File: src/rtl/generador_codigo_gray.sv
// Gray-code source: prescaled up/down binary counter with a
// registered reflected-Gray copy and a one-cycle step pulse.
module generador_codigo_gray #(
    parameter int WIDTH = 4,
    parameter int DIV   = 50_000_000
) (
    input  logic             clk,
    input  logic             rst,
    input  logic             en,
    input  logic             up,
    input  logic             load,
    input  logic [WIDTH-1:0] load_val,
    output logic [WIDTH-1:0] bin,
    output logic [WIDTH-1:0] gray,
    output logic             paso
);

    localparam int PW = (DIV > 1) ? $clog2(DIV) : 1;
    localparam logic [PW-1:0] TERM = PW'(DIV - 1);

    logic [PW-1:0]    pre_cnt;
    logic             terminal;
    logic             step;
    logic [WIDTH-1:0] bin_next;

    function automatic logic [WIDTH-1:0] to_gray(
        input logic [WIDTH-1:0] b
    );
        return b ^ (b >> 1);
    endfunction

    assign terminal = (pre_cnt == TERM);
    assign step     = en && terminal && !load;

    // Next binary value for a counted step, wrapping modulo 2^WIDTH
    always_comb begin
        bin_next = bin;
        if (up) bin_next = bin + WIDTH'(1);
        else    bin_next = bin - WIDTH'(1);
    end

    // Prescaler: counts enabled cycles, pauses while en is low
    always_ff @(posedge clk) begin
        if (rst || load) begin
            pre_cnt <= '0;
        end else if (en) begin
            if (terminal) pre_cnt <= '0;
            else          pre_cnt <= pre_cnt + PW'(1);
        end
    end

    // Binary and Gray registers; Gray taken from the next binary value
    always_ff @(posedge clk) begin
        if (rst) begin
            bin  <= '0;
            gray <= '0;
        end else if (load) begin
            bin  <= load_val;
            gray <= to_gray(load_val);
        end else if (step) begin
            bin  <= bin_next;
            gray <= to_gray(bin_next);
        end
    end

    // Step pulse, high for the cycle following a counted step
    always_ff @(posedge clk) begin
        if (rst) paso <= 1'b0;
        else     paso <= step;
    end

endmodule

File: config.mk
export PLATFORM = sky130hd
export DESIGN_NAME = generador_codigo_gray
export DESIGN_NICKNAME = d
export VERILOG_FILES = /design/src/rtl/generador_codigo_gray.sv
export SDC_FILE = /design/constraint.sdc
export NUM_CORES = 1
export LEC_CHECK = 0
export ABC_AREA = 0
export CAP_MARGIN = 20
export CORE_ASPECT_RATIO = 1.1
export CORE_MARGIN = 1
export CORE_UTILIZATION = 40
export CTS_CLUSTER_SIZE = 30
export DETAILED_ROUTE_END_ITERATION = 10
export PLACE_DENSITY = 0.68
export SYNTH_ARGS = -nofsm -noshare
export SYNTH_HDL_FRONTEND = slang
export SYNTH_SLANG_ARGS = --single-unit
File: constraint.sdc
create_clock -name clk -period 2.5 [get_ports clk]
set_input_delay 0.25 -clock clk [delete_from_list [all_inputs] [get_ports clk]]
set_output_delay 0.25 -clock clk [all_outputs]
set_load 0.01 [all_outputs]
# After elaboration in Yosys (flattened, before gate mapping)
# Cells that the tools add are included.
[op_classes]
add_sub_neg = 3
eq_ne = 1
n_mux = 6
bitwise_logic = 2
reduce_logical = 5
[op_table]
columns = ["cell", "count"]
rows = [
  ["adder 26 x 1 -> 26 bit, second input constant", 1],
  ["equality test 26 bit, second input constant", 1],
  ["2-to-1 mux 26 bit", 1],
  ["2-to-1 mux 4 bit", 5],
  ["bitwise XOR 4 x 3 -> 4 bit", 2],
  ["adder 4 x 1 -> 4 bit, second input constant", 1],
  ["subtractor 4 x 1 -> 4 bit, second input constant", 1],
  ["logical AND 1 bit", 2],
  ["nonzero test 2 bit", 1],
  ["logical NOT 1 bit", 1],
  ["logical OR 1 bit", 1],
]
[totals]
reg_bits = 35
inputBits = 9
output_inout_bits = 9
elab_cells = 21

# Depth between registers and ports, before layout
# Gate-level depths: netlist of the first run.
[logic_depth]
depth_word = 5
mapped_depth = 8

# Least setup slack after synthesis of the first run
# No wires, ideal clock.
[synth_timing]
path_type = "reg2reg"
from = "reg pre_cnt[0]"
to = "reg pre_cnt[3]"
arrival_ns = 1.903
required_time_ns = 2.385
slack_ns = 0.482
stages_incl_launch_ff = 9
path_cell_list = "dfxtp_1 ha_1 nand4_1 or4_4 nor4_4 or3_1 buf_4 buf_6 nor2_1"
[synth_via]
elab_chain_len = 2
[synth_lines]
columns = ["item", "line_no", "source"]
rows = [
  ["start, declared", "21", "logic [PW-1:0] pre_cnt;"],
  ["start signal, assigned", "48", "else pre_cnt <= pre_cnt + PW'(1);"],
  ["adder 26 x 1 -> 26 bit / equality test 26 bit (equally long branches)", "48, 32", ""],
  ["2-to-1 mux 26 bit *", "47", "if (terminal) pre_cnt <= '0;"],
]
# Mark *: on every way between the ends. The rest lies on a longest branch, timed or not.
# A chain may end at the register's enable or synchronous reset.

# Worst setup path after layout of the first run
[layout_timing]
from = "reg pre_cnt[10]"
to = "reg bin[3]"
[layout_via]
elab_chain_len = 4
[layout_lines]
columns = ["item", "line_no", "source"]
rows = [
  ["equality test 26 bit", "32", "assign terminal = (pre_cnt == TERM);"],
  ["logical AND 1 bit (2 in a row)", "33", "assign step = en && terminal && !load;"],
  ["nonzero test 2 bit (no line)", "--", ""],
  ["end signal, assigned", "58", "bin <= load_val;"],
  ["end signal, assigned", "61", "bin <= bin_next;"],
  ["end, declared", "13", "output logic [WIDTH-1:0] bin,"],
]
# Every way passes these cells.

==> flow_metrics.env, run 1 <==
export IMPL_status="finished, final reports clean"
export IMPL_wl_per_cell_um=12.0
export IMPL_crit_start="pre_cnt[10]"
export IMPL_gp_congestion=0.811
export IMPL_multiInputGateArea_sq_um=998
export IMPL_grt_overflow=0
export IMPL_firstDrtPassIters=4
export IMPL_cp_end_kind="flip-flop"
export IMPL_tightestPinTransition_ns=0.569
export IMPL_wirelength_um=3290
export IMPL_ff2ff_path_depth=6
export IMPL_grt_max_degree=26
export IMPL_place_inst=266
export IMPL_synthTopCellsByArea="dfxtp_1, xor2_1, nor2_1, xnor2_1, nand4_1"
export IMPL_dp_hpwl_um=2400
export IMPL_drt_iter0_markers=53
export IMPL_maxCapViolCount=0
export IMPL_skew_ns=0.00634
export IMPL_ioPinCount=18
export IMPL_die_area_sq_um=4650
export IMPL_critPathLaunchType="flip-flop"
export IMPL_nNetsFinal=235
export IMPL_port_buffers=17
export IMPL_r2r_end="bin[3]"
export IMPL_synth_top_area_share_pct=38.9
export IMPL_syn_to_final_growth_pct=18.2
export IMPL_slew_viol_final=0
export IMPL_slew_headroom_pct=61.7
export IMPL_yosysMostFrequentCell="nor2_1"
export IMPL_yosysTopAreaCell="dfxtp_1"
export IMPL_netlist_area_sq_um=1750
export IMPL_die_w_um=65.1
export IMPL_antenna_found_initial=0
export IMPL_syn_num_nets=212
export IMPL_worstHoldPathType="reg -> reg"
export IMPL_cts_root_buf="clkbuf_8"
export IMPL_synth_seq_area_share_pct=38.9
export IMPL_rrSetupSlack_ns=0.40
export IMPL_cts_resized=0
export IMPL_num_rows=24
export IMPL_clock_sinks=34
export IMPL_required_ns=2.69
export IMPL_leakagePower_nw=0.730
export IMPL_clock_path_buffers=2
export IMPL_diodes=0
export IMPL_grt_pass1_wl_um=5950
export IMPL_crit_arrival_ns=2.29
export IMPL_postRouteAntennaNets=0
export IMPL_fin_tns_setup_ns=0
export IMPL_drc=0
export IMPL_grt_pass1_vias=1377
export IMPL_yosysUniqueCellTypes=37
export IMPL_setup_violations=0
export IMPL_fin_crit_sh_pct=84.0
export IMPL_cts_clk_slew_worst_paths_ns=0.07
export IMPL_ys_warnings_count=0
export IMPL_vias_per_cell=5.10
export IMPL_core_sq_um=4080
export IMPL_regArea_sq_um=681
export IMPL_gr_usage_all_layers_pct=16.7
export IMPL_htree_levels=2
export IMPL_max_clock_freq_ghz=0.476
export IMPL_rr_startpoint="pre_cnt[10]"
export IMPL_cts_buffers=5
export IMPL_critPathCapture="bin[3]"
export IMPL_critPathMaxFanout=6
export IMPL_fill_cells=423
export IMPL_fp_dieH_um=71.4
export IMPL_synth_ff_type="dfxtp_1"
export IMPL_hold_violations=0
export IMPL_postCtsSetupBuffers=0
export IMPL_critical_path_class="reg -> reg"
export IMPL_synthTopCellsByCount="nor2_1, dfxtp_1, xor2_1"
export IMPL_clkLatencyLatePin_ns=0.28
export IMPL_fin_cells=273
export IMPL_async_flop_share_pct=0
export IMPL_synth_edf_count=0
export IMPL_drive_gt1_share_pct=7.24
export IMPL_ir_drop_mv=0.318
export IMPL_cts_hold_buf=0
export IMPL_rsz0062_at_grt="no"
export IMPL_post_route_min_period_ns=2.10
export IMPL_vias=1391
export IMPL_syn_inst=198
export IMPL_avgSynthCellArea_sq_um=8.85
export IMPL_start_util_pct=42.9
export IMPL_ys_ff_latch=34
export IMPL_power_density_nw_per_um2=517
export IMPL_cts_tree="yes"
[sequential cells by signal (all words and copies together), names as in the netlist]
register	count
bin	4
gray	3
pre_cnt	26
paso	1
[critical path, cell delays in order (launching register included)]
cell and delay (ns):
dfxtp_1 0.36, or2_0 0.26, or4_4 0.56, nor4_4 0.28
buf_4 0.21, nand3_1 0.07, a311oi_1 0.26
[per-layer routing]
metal	wire, um	global-route usage [%]
met1	1560	19.9
met2	1510	27.2
met3	140	5.25
met4	77	7.97
met5	0	0
[power breakdown]
group / leakage [nW] / internal, mW / total [mW] / switching [mW]
combinational: 0.416 / 0.0698 / 0.130 / 0.0607
sequential: 0.276 / 0.552 / 0.562 / 0.00998
clock: 0.0383 / 0.192 / 0.378 / 0.186
total: 0.730 / 0.813 / 1.07 / 0.257
[worst min path at each step]
stage,from,end,cells past startpoint
3_3_place_gp,gray[0],gray[0],2
5_1_grt,pre_cnt[24],pre_cnt[24],2
3_5_place_dp,pre_cnt[24],pre_cnt[24],2
2_1_floorplan,load,paso,1
6_report,pre_cnt[24],pre_cnt[24],2
4_1_cts,pre_cnt[24],pre_cnt[24],2
[cell usage in the layout (no fill, tap or decap), types with 2 or more instances in the layout]
cell             count
nand3_1              6
ha_1                 4
nand4bb_1            2
a21oi_1              7
clkdlybuf4s50_1     17
a211oi_1             2
clkbuf_8             5
inv_1                6
or3_1                2
mux2i_1              5
nand4_1             13
xnor2_1             12
nor2_1              40
dfxtp_1             34
nor4_1               3
clkbuf_1             2
buf_4                5
nor3_1               4
xor2_1              23
nand2_1             12
[cells by family after synthesis]
kind of cell | share of synthesized area [%]
AOI/OAI and AO/OA | 6.00
xor gates and xnor gates | 17.5
adders and majority gates | 4.00
buffers and inverters | 4.14
DFF | 38.9
muxes | 2.86
and+or+nand+nor | 26.6
[through the flow]
stage | util [%] | power [mW] | cell area, sq um | hold WS (ns) | setup WS (ns)
after global placement | 48.8 | 0.704 | 1990 | 0.482 | 0.211
after CTS | 50.7 | 1.08 | 2070 | 0.496 | 0.371
after detailed placement | 48.8 | 0.705 | 1990 | 0.483 | 0.161
after floorplan | - | 0.658 | 1750 | 0.326 | 0.482
after global routing | 50.7 | 1.12 | 2070 | 0.540 | 0.202
final | 50.7 | 1.07 | 2070 | 0.494 | 0.399
[cell type report]
type	count	area share, %
multi-input cells	151	48.2
flip-flops and latches	34	32.9
repair buffers	23	11.0
clock buffers	7	3.69
well taps	52	3.14
inverters	6	1.09
No activity file was read; power rests on OpenSTA's default activity.
==> run 2, diff against run 1 <==
- clock period: 2.5 -> 2 ns (I/O delays scaled with it)
==> flow_metrics.env, run 2 (synthesis gave the netlist of run 1 again) <==
export IMPL_power_density_nw_per_um2=628
export IMPL_gr_usage_all_layers_pct=17.5
export IMPL_crit_arrival_ns=2.14
export IMPL_max_clock_freq_ghz=0.518
export IMPL_grt_pass1_wl_um=6240
export IMPL_worstPathCellList="or2_1 > or4_4 > nor4_4 > buf_4 > nand3_1 > a311oi_2"
export IMPL_min_to="pre_cnt[24]"
export IMPL_cts_hold_buf=0
export IMPL_worstHoldPathType="reg -> reg"
export IMPL_required_ns=2.20
export IMPL_grt_overflow=0
export IMPL_maxCapViolCount=0
export IMPL_r2r_end="bin[3]"
export IMPL_postCtsSetupBuffers=0
export IMPL_fill_cells=398
export IMPL_leakagePower_nw=0.833
export IMPL_mostFrequentLayoutCells="nor2_1, dfxtp_1, xor2_1"
export IMPL_hold_violations=0
export IMPL_fin_cells=291
export IMPL_p_seq_share_pct=49.5
export IMPL_nNetsFinal=252
export IMPL_grt_pass1_vias=1434
export IMPL_drc=0
export IMPL_cp_end_kind="flip-flop"
export IMPL_clock_sinks=34
export IMPL_setup_violations=0
export IMPL_slowest_stage="or4_4"
export IMPL_intPower_mw=1.07
export IMPL_antenna_found_initial=0
export IMPL_num_rows=24
export IMPL_fp_dieH_um=71.4
export IMPL_rsz0062_at_grt="yes"
export IMPL_diodes=0
export IMPL_htree_levels=2
export IMPL_place_inst=283
export IMPL_post_route_min_period_ns=1.93
export IMPL_switching_share_pct=24.5
export IMPL_die_area_sq_um=4650
export IMPL_core_sq_um=4080
export IMPL_drive_gt1_share_pct=18.4
export IMPL_crit_path_max_incr_delay_ns=0.55
export IMPL_slew_headroom_pct=76.2
export IMPL_ir_drop_mv=0.437
export IMPL_gp_congestion=0.801
export IMPL_final_common_cell="nor2_1"
export IMPL_wirelength_um=3510
export IMPL_clkLatencyLatePin_ns=0.29
export IMPL_wl_per_cell_um=12.1
export IMPL_firstDrtPassIters=4
export IMPL_critical_path_class="reg -> reg"
export IMPL_cts_tree="yes"
export IMPL_fin_crit_sh_pct=96.6
export IMPL_largest_reg_flops=26
export IMPL_ff2ff_path_depth=6
export IMPL_slew_viol_final=0
export IMPL_top_regs="pre_cnt: 26 flops, bin: 4 flops, gray: 3 flops"
export IMPL_clock_path_buffers=2
export IMPL_cts_root_buf="clkbuf_8"
export IMPL_post_dp_cell_area_sq_um=2120
export IMPL_combPwrFrac_pct=13.1
export IMPL_rrSetupSlack_ns=0.07
export IMPL_syn_to_final_growth_pct=28.8
export IMPL_fin_tns_setup_ns=0
export IMPL_vias=1443
export IMPL_skew_ns=0.00650
export IMPL_whs_ns=0.503
export IMPL_dp_hpwl_um=2530
export IMPL_port_buffers=17
export IMPL_rr_startpoint="pre_cnt[9]"
export IMPL_grt_max_degree=26
export IMPL_min_from="pre_cnt[24]"
export IMPL_p_clk_share_pct=37.4
export IMPL_vias_per_cell=4.96
export IMPL_status="finished, final reports clean"
export IMPL_postRouteAntennaNets=0
export IMPL_drt_iter0_markers=152
export IMPL_critPathMaxFanout=4
export IMPL_top_register="pre_cnt"
export IMPL_holdPathStages=2
export IMPL_cts_clk_slew_worst_paths_ns=0.06
export IMPL_critPathLaunchType="flip-flop"
export IMPL_cts_buffers=5
export IMPL_die_w_um=65.1
export IMPL_start_util_pct=42.9
export IMPL_tightestPinTransition_ns=0.357
export IMPL_switching_power_mw=0.347
export IMPL_ioPinCount=18
export IMPL_stdcell_area_sq_um=2260
[run 2: how the worst max path moves through the flow]
stage / from / to / cells after the start
floorplan: pre_cnt[1] / pre_cnt[3] / 8
global placement: up / bin[3] / 8
detailed placement: up / gray[2] / 8
CTS: pre_cnt[21] / bin[3] / 6
global route: up / gray[2] / 9
finish: pre_cnt[9] / bin[3] / 6
[run 2: stage by stage]
| stage | power (mW) | setup WS [ns] | util [%] |
|---|---|---|---|
| after detailed placement | 0.895 | -0.253 | 52.0 |
| after global routing | 1.47 | -0.0386 | 55.2 |
| after global placement | 0.891 | -0.169 | 52.0 |
| final | 1.42 | 0.0679 | 55.2 |
| after floorplan | 0.822 | 0.00841 | - |
| after CTS | 1.42 | 0.0122 | 54.2 |
[run 2: per-layer routing]
layer | wire length, um | vias to the layer above | GRT usage [%]
li1 | - | 756 | -
met1 | 1640 | 657 | 21.5
met2 | 1680 | 23 | 28.6
met3 | 108 | 7 | 3.82
met4 | 85 | 0 | 9.42
met5 | 0 | - | 0
[run 2: critical path: cells and delay by family, from the launching register on]
kind	cells	cell delay [ns]
AND/OR/NAND/NOR	4	1.10
buffers and inverters	1	0.19
AO/OA/AOI/OAI	1	0.24
flip-flops	1	0.30
[run 2: repair_timing]
| action | 4_1_cts | 5_1_grt |
|---|---|---|
| resized for setup | 0 | 11 |
| endpoints found under the hold margin | 0 | 0 |
| setup endpoints to repair | 0 | 9 |
[run 2: power by group through the flow]
stage / Sequential, mW / Combinational [mW] / Clock (mW)
2_1_floorplan: 0.721 / 0.101 / 0
4_1_cts: 0.701 / 0.179 / 0.541
3_3_place_gp: 0.716 / 0.175 / 0
3_5_place_dp: 0.716 / 0.178 / 0
6_report: 0.701 / 0.185 / 0.530
5_1_grt: 0.703 / 0.207 / 0.563
[run 2: final cells by class]
cell class	instances	area, sq um	area share (%)
multi-input cells	151	1030	45.8
clock inverters	1	5.00	0.222
flip-flops and latches	34	688	30.5
clock buffers	7	86.3	3.83
well taps	52	65.1	2.88
repair buffers	40	355	15.8
inverters	6	22.5	0.998
==> run 3, diff against run 2 <==
- CORE_MARGIN: 1 -> unset
- PLACE_DENSITY: 0.68 -> 0.69
==> flow_metrics.env, run 3 (synthesis gave the netlist of run 1 again) <==
export IMPL_status="finished, final reports clean"
export IMPL_cts_tree="yes"
export IMPL_rsz0062_at_grt="no"
export IMPL_worstHoldPathType="reg -> reg"
export IMPL_cts_clk_slew_worst_paths_ns=0.07
export IMPL_vias_per_cell=5.02
export IMPL_post_route_min_period_ns=1.94
export IMPL_largest_reg_flops=26
export IMPL_top_register="pre_cnt"
export IMPL_grt_pass1_wl_um=6130
export IMPL_mostFrequentLayoutCells="nor2_1, dfxtp_1, xor2_1, buf_4, clkdlybuf4s50_1"
export IMPL_grt_pass1_vias=1479
export IMPL_leakagePower_nw=0.849
export IMPL_power_density_nw_per_um2=663
export IMPL_firstDrtPassIters=4
export IMPL_port_buffers=17
export IMPL_clock_sinks=34
export IMPL_ir_drop_mv=0.451
export IMPL_wirelength_um=3480
export IMPL_drc=0
export IMPL_critical_path_class="reg -> reg"
export IMPL_skew_ns=0.00644
export IMPL_cts_buffers=5
export IMPL_cp_end_kind="flip-flop"
export IMPL_clock_path_buffers=2
export IMPL_fin_crit_sh_pct=97.2
export IMPL_clkLatencyLatePin_ns=0.28
export IMPL_num_rows=24
export IMPL_diodes=0
export IMPL_final_common_cell="nor2_1"
export IMPL_cts_root_buf="clkbuf_8"
export IMPL_start_util_pct=42.9
export IMPL_whs_ns=0.500
export IMPL_fp_dieH_um=71.4
export IMPL_grt_overflow=0
export IMPL_htree_levels=2
export IMPL_drt_iter0_markers=78
export IMPL_drive_gt1_share_pct=19.7
export IMPL_top_regs="pre_cnt: 26 flops, bin: 4 flops, gray: 3 flops"
export IMPL_wl_per_cell_um=12.0
export IMPL_max_clock_freq_ghz=0.514
export IMPL_required_ns=2.15
export IMPL_fin_tns_setup_ns=0
export IMPL_antenna_found_initial=0
export IMPL_slew_viol_final=0
export IMPL_crit_arrival_ns=2.09
export IMPL_grt_max_degree=26
export IMPL_die_w_um=65.1
export IMPL_critPathMaxFanout=4
export IMPL_rrSetupSlack_ns=0.06
export IMPL_ioPinCount=18
export IMPL_postRouteAntennaNets=0
export IMPL_gp_congestion=0.781
export IMPL_hold_violations=0
export IMPL_syn_to_final_growth_pct=30.8
export IMPL_vias=1460
export IMPL_tightestPinTransition_ns=0.376
export IMPL_maxCapViolCount=0
export IMPL_dp_hpwl_um=2570
export IMPL_nNetsFinal=253
export IMPL_slew_headroom_pct=74.9
export IMPL_gr_usage_all_layers_pct=16.9
export IMPL_setup_violations=0
export IMPL_core_sq_um=4080
export IMPL_die_area_sq_um=4650
export IMPL_critPathLaunchType="flip-flop"
run 3: cell types whose count changed in the layout (fill, tap and decap cells not counted), sizes merged:
cell,previous run,this run
bufinv,0,1
clkinv,1,0
clkbuf,7,6
buf,23,24
run 3: what timing repair did:
action                     in CTS  in global routing
resized for setup               0                 13
hold buffers                    0                  0
setup endpoints to repair       0                  9
setup buffers                   0                  0
run 3: cell type report:
cell class / instances / area [sq um]
clock inverter: 1 / 30.0
fill: 408 / 1790
timing repair buffer: 41 / 363
tap: 52 / 65.1
multi-input combinational: 151 / 1040
sequential: 34 / 689
inverter: 6 / 22.5
clock buffer: 6 / 82.6
run 3: routing by layer:
| layer | wire, um | vias to the layer above | part of all wire, % | track usage [%] |
|---|---|---|---|---|
| li1 | - | 756 | - | - |
| met1 | 1590 | 674 | 46 | 19.3 |
| met2 | 1720 | 25 | 49 | 30.0 |
| met3 | 122 | 5 | 3.5 | 3.82 |
| met4 | 40 | 0 | 1.1 | 7.00 |
| met5 | 0 | - | 0 | 0 |
run 3: metrics by stage:
stage | std cells | setup slack, ns | total power, mW | utilization (%) | area [sq um]
after global placement | 284 | -0.176 | 0.893 | 52.2 | 2130
after global routing | 291 | 0.000294 | 1.59 | 56.1 | 2290
after detailed placement | 284 | -0.218 | 0.896 | 52.2 | 2130
after floorplan | 198 | 0.00841 | 0.822 | - | 1750
after CTS | 291 | 0.00712 | 1.54 | 54.9 | 2240
final | 291 | 0.0560 | 1.52 | 56.1 | 2290
run 3: path summary, 6_finish.rpt:
| path | from | endpoint | depth (start not counted) |
|---|---|---|---|
| worst max-delay path | pre_cnt[9] | gray[2] | 6 |
| worst min-delay path | pre_cnt[24] | pre_cnt[24] | 2 |
| worst max register to register | pre_cnt[9] | gray[2] | 6 |
| worst min register to register | pre_cnt[24] | pre_cnt[24] | 2 |
run 3: report_power, final:
group | internal [mW] | switching [mW]
clock network | 0.398 | 0.235
registers | 0.689 | 0.0115
logic | 0.102 | 0.0825
total | 1.19 | 0.329
run 3: critical path, stage by stage (launching register included):
cell,delay [ns]
dfxtp_2,0.32
or2_4,0.25
or4_4,0.54
nor4_4,0.22
buf_4,0.20
mux2i_1,0.19
a211oi_1,0.09
